File: config.mk
export PLATFORM = sky130hd
export DESIGN_NAME = multi_timer
export DESIGN_NICKNAME = d
export VERILOG_FILES = /design/src/rtl/multi_timer.sv
export SDC_FILE = /design/constraint.sdc
export NUM_CORES = 1
export LEC_CHECK = 0
export ABC_AREA = 1
export ABC_CLOCK_PERIOD_IN_PS = 2000
export CAP_MARGIN = 10
export CORE_AREA = 2 2 141 143
export CTS_CLUSTER_SIZE = 30
export DETAILED_ROUTE_END_ITERATION = 8
export DIE_AREA = 0 0 143 145
export PLACE_DENSITY = 0.75
export SETUP_SLACK_MARGIN = 0.05
export SKIP_CTS_REPAIR_TIMING = 1
export SLEW_MARGIN = 10
export SYNTH_ARGS = -nofsm -noshare
export SYNTH_HDL_FRONTEND = slang
export SYNTH_SLANG_ARGS = --single-unit
File: constraint.sdc
create_clock -name clk -period 2 [get_ports clk]
set_input_delay 0.4 -clock clk [delete_from_list [all_inputs] [get_ports clk]]
set_output_delay 0.4 -clock clk [all_outputs]
set_load 0.01 [all_outputs]
File: src/rtl/multi_timer.sv
// multi_timer
//   Multi-channel millisecond countdown timer. Each channel owns a prescaler
//   that divides clk into ms ticks, a value counter, and a reload register.
//   Channels run one-shot (stop at 0) or auto-reload (wrap from 1 back to the
//   reload value). Every expiry gives a one-cycle pulse and a sticky done flag.
//
// Ports
//   clk          system clock
//   rst_n        asynchronous active-low reset
//   load         per-channel load strobe (highest priority)
//   load_value   per-channel start value, channel i at [i*VW +: VW]
//   enable       per-channel count enable, low = paused (state held exactly)
//   auto_reload  per-channel mode, 0 = one-shot, 1 = periodic
//   clear_done   per-channel clear of the sticky done flag
//   timer_value  per-channel current count in ms (registered)
//   expired      per-channel one-cycle expiry pulse (registered)
//   done         per-channel sticky expiry flag (registered)
//   running      per-channel enable && value != 0 (combinational)

module multi_timer #(
  parameter int NUM_CH      = 4,
  parameter int MAX_MS      = 1000,
  parameter int CLKS_PER_MS = 50000,
  localparam int VW         = $clog2(MAX_MS + 1)
) (
  input  logic                 clk,
  input  logic                 rst_n,
  input  logic [NUM_CH-1:0]    load,
  input  logic [NUM_CH*VW-1:0] load_value,
  input  logic [NUM_CH-1:0]    enable,
  input  logic [NUM_CH-1:0]    auto_reload,
  input  logic [NUM_CH-1:0]    clear_done,
  output logic [NUM_CH*VW-1:0] timer_value,
  output logic [NUM_CH-1:0]    expired,
  output logic [NUM_CH-1:0]    done,
  output logic [NUM_CH-1:0]    running
);

  localparam int            PW       = (CLKS_PER_MS > 1) ? $clog2(CLKS_PER_MS) : 1;
  localparam logic [VW-1:0] MAX_V    = VW'(MAX_MS);
  localparam logic [PW-1:0] PRESC_TC = PW'(CLKS_PER_MS - 1);

  for (genvar i = 0; i < NUM_CH; i++) begin : g_ch
    logic [VW-1:0] value_q;
    logic [VW-1:0] reload_q;
    logic [PW-1:0] presc_q;
    logic          expired_q;
    logic          done_q;
    logic [VW-1:0] load_eff;
    logic          advance;
    logic          tick;
    logic          expire;

    // Requests above MAX_MS saturate rather than wrap.
    assign load_eff = (load_value[i*VW +: VW] > MAX_V) ? MAX_V : load_value[i*VW +: VW];

    // A channel sitting at 0 is idle: its prescaler is frozen too, so a later
    // enable without a load never produces a spurious tick.
    assign advance = enable[i] && (value_q != '0);
    assign tick    = advance && (presc_q == PRESC_TC);
    assign expire  = tick && (value_q == VW'(1));

    always_ff @(posedge clk or negedge rst_n) begin
      if (!rst_n) begin
        value_q   <= '0;
        reload_q  <= '0;
        presc_q   <= '0;
        expired_q <= 1'b0;
        done_q    <= 1'b0;
      end else if (load[i]) begin
        // Load overrides any tick or expiry on the same edge.
        value_q   <= load_eff;
        reload_q  <= load_eff;
        presc_q   <= '0;
        expired_q <= 1'b0;
        done_q    <= 1'b0;
      end else begin
        expired_q <= expire;
        // An expiry on the same edge as clear_done leaves done set.
        if (expire) begin
          done_q <= 1'b1;
        end else if (clear_done[i]) begin
          done_q <= 1'b0;
        end
        if (tick) begin
          presc_q <= '0;
          if (expire) begin
            value_q <= auto_reload[i] ? reload_q : '0;
          end else begin
            value_q <= value_q - 1'b1;
          end
        end else if (advance) begin
          presc_q <= presc_q + 1'b1;
        end
      end
    end

    assign timer_value[i*VW +: VW] = value_q;
    assign expired[i]              = expired_q;
    assign done[i]                 = done_q;
    assign running[i]              = enable[i] && (value_q != '0);
  end

endmodule

==> reports/metrics.csv <==
stage,metric,value,unit
layout,drive_gt1_share,16.13,%
logic_synthesis,synth_xor_area_share,2.891,%
logic_synthesis,syn_inst,1326,
clock_tree,htreeDepth,4,
global_route,grt_pass1_vias,8622,
setup_path,critPathSlowestCell,dfrtp_1,
setup_path,crit_chain,nor2_2 > nand2_2 > nor2_4 > nand2_2 > nand2_2 > inv_2 > buf_6,
logic_synthesis,synth_area,9390,um2
layout,fin_util,63.21,%
die,dieWidth,143,um
logic_synthesis,synth-simple-area-share,36.70,%
run_status,outcome,finished clean,
die,num_rows,51,
global_route,grt_max_degree,57,
route,drc,0,
setup_path,critPathTopFamily,simple AND/OR/NAND/NOR gates,
layout,nets,1584,
job,max_cap_violations,0,
route,first_pass_iters,7,
timing,min_period,1.949,ns
die,core_area,19210,um2
route,vias_per_cell,5.139,
global_route,overflow,0,
layout,n_fill_cell,1664,
logic_synthesis,synth_seq_area_share,40.51,%
setup_path,crit_top_cell,nand2_2,
timing,fin_hold_ws,0.3734,ns
clock_tree,worstSkewPairLatency,0.43,ns
timing,slew_headroom,67.50,%
setup_path,r2r-start,g_ch[3].value_q[7]$_DFFE_PN0P_,
pwr,power.density,672.8,nW/um2
route,wl_per_cell,13.48,um
logic_synthesis,synth_seq_cells,152,
setup_path,endpoint_kind,output pin,
timing,worstMarginPinSlew,0.4876,ns
logic_synthesis,synth_top_area_cell,dfrtp_1,
route,drt-initial-drc-count,645,
die,dieArea,20740,um2
setup_path,worstSetupPathType,reg2out,
hold_path,hold_path_class,in2async,
setup_path,cp_max_fo,3,
clock_tree,cts_sinks,152,
die,initial_utilization,48.89,%
place,hpwlAfterDp,17610,um
route,num_vias,9198,
timing,fin_setup_tns,0,ns
setup_path,start_kind,flop,
logic_synthesis,synth-edff-count,0,
logic_synthesis,synth.distinct_cells,43,
setup_path,cp.buffers_inverters,2,
route,routed_wl,24120,um
clock_tree,cts_made_buffers,17,
global_route,grt_antenna_before_repair,0,
timing,min_period_over_period,97.43,%
logic_synthesis,synth_fp_nets,1397,
timing,fin_worst_skew,0.01015,ns
logic_synthesis,ys_async_sr_fraction,100.0,%
timing,fmax,0.5132,GHz
logic_synthesis,synth_compound_area_share,9.700,%
logic_synthesis,avgSynthCellArea,7.082,um2
place,io_buffers,109,
clock_tree,cts_tree,built,
route,final_antenna_net_count,0,
die,io_pins,110,
setup_path,worstRegToRegCells,11,
pwr,p_leak,5.627,nW
layout,multi_input_area,4966,um2
setup_path,worst_path_largest_cell_delay,0.42,ns
global_route,grt_usage,23.49,%
logic_synthesis,synth.area.top_cells,"dfrtp_1 41%, nand2_1 14%, nor2_1 8.4%",
layout,final-seq-area,3805,um2
layout,num_antenna_cells,0,
clock_tree,clockBufferDepth,2,
timing,slew_violations,0,
logic_synthesis,synthTopCellsByCount,"339 x nand2_1, 209 x nor2_1, 152 x dfrtp_1, 120 x inv_1, 108 x nand3_1",
setup_path,critical_path_required,1.60,ns
logic_synthesis,synthAdderAreaFrac,1.732,%
clock_tree,clk_pin_slew,0.06,ns
logic_synthesis,synth_most_common_cell,nand2_1,
setup_path,rrSetupSlack,0.12,ns
setup_path,cp.arrival,1.55,ns
layout,syn_to_final_growth,29.29,%
logic_synthesis,synth_top_area_share,40.51,%
place,place.gp.congestion,0.9242,
clock_tree,cts_root_buf,clkbuf_16,
pwr,irDropWorstVdd,0.6155,mV
setup_path,regToRegEndpoint,g_ch[3].value_q[2]$_DFFE_PN0P_,
timing,setup_viol,0,
global_route,grt_first_pass_wirelength,40210,um
logic_synthesis,synth_warnings,0,
timing,rsz0062_at_grt,yes,
die,die_y,145,um
logic_synthesis,synth_mux_area_share,0,%
logic_synthesis,synth_top_family_by_area,simple AND/OR/NAND/NOR gates,
timing,finalHoldViolCount,0,
logic_synthesis,ys.flop_type,dfrtp_1,
==> layer usage <==
metal  track usage [%]  vias up  share of wire [%]
li1                  -     4645                  -
met1             34.11     4273                 48
met2             36.65      256                 47
met3             4.026       24                4.5
met4             5.495        0                1.0
met5                 0        -                  0
==> worst reg2reg max path, cell delays in order, from the launching register on <==
cell     delay [ns]
dfrtp_1        0.42
nor2_2         0.18
nand2_2        0.09
nor2_4         0.13
nand2_2        0.08
nand2_2        0.08
buf_4          0.13
nor2_1         0.07
nor2_4         0.21
buf_6          0.18
a21oi_1        0.06
a21oi_1        0.17
==> through the flow <==
stage               instances  power, mW  worst slack [ns]  instance area (um2)
floorplan                1326      4.296            0.1340                 9390
global placement         1741      5.097           -0.1061                11250
detailed placement       1741      5.126           -0.1285                11250
CTS                      1772      8.106           -0.4722                11790
global route             1790      8.563          -0.01936                12140
finish                   1790      8.168           0.05136                12140
==> registers in the layout, summed over array words and instances (netlist names) <==
| register | cells |
|---|---|
| g_ch.done_q | 4 |
| g_ch.expired_q | 4 |
| g_ch.presc_q | 64 |
| g_ch.reload_q | 40 |
| g_ch.value_q | 40 |
==> layout by cell type (no fill, tap or decap), types with 6 or more instances in the layout <==
master / synthesis / final
a21oi_1: 75 / 75
clkdlybuf4s50_1: 0 / 96
dlymetal6s2s_1: 0 / 8
o21ai_0: 47 / 44
a21oi_2: 8 / 7
nor2_1: 209 / 200
nor2_4: 6 / 14
nand2_1: 339 / 327
buf_4: 17 / 102
nor2_2: 11 / 12
inv_1: 120 / 109
nand3_2: 9 / 10
xnor2_1: 13 / 13
xor2_1: 18 / 18
clkinv_2: 0 / 6
buf_6: 5 / 6
nor3_1: 49 / 49
nand2_2: 17 / 26
ha_1: 13 / 8
a21o_1: 6 / 6
clkbuf_16: 0 / 17
nand3_1: 108 / 106
nand4_1: 29 / 29
dfrtp_1: 152 / 151
inv_2: 4 / 14
==> power breakdown <==
part           leakage, nW  switching [mW]  internal (mW)
Combinational         3.43           0.911          0.851
Sequential            1.94           0.161           3.28
Clock                0.258            1.28           1.69
==> how the worst max path moves through the flow <==
stage                                        start         end  cells past startpoint
finish              g_ch[3].value_q[7]$_DFFE_PN0P_  running[3]                      7
CTS                 g_ch[1].value_q[1]$_DFFE_PN0P_  running[1]                      6
global placement                         enable[1]  running[1]                      3
global route        g_ch[3].value_q[7]$_DFFE_PN0P_  running[3]                      7
floorplan           g_ch[0].value_q[0]$_DFFE_PN0P_  running[0]                      7
detailed placement                       enable[1]  running[1]                      3
==> cell families (layout without fill, tap and decap cells) <==
family,count (synthesis),after routing
adders and majority gates,13,13
buffers and inverters,181,380
xor gates and xnor gates,31,31
DFF,152,152
AOI/OAI and AO/OA,160,160
and+or+nand+nor,789,789
==> layout make-up <==
class	count	share of cell area, %
repair buffers	220	16.59
clock buffers	18	3.535
clock inverters	13	0.8863
multi-input cells	993	40.90
inverters	129	4.009
flip-flops and latches	152	31.34
well taps	265	2.731
(Power assumes the default switching activity.)
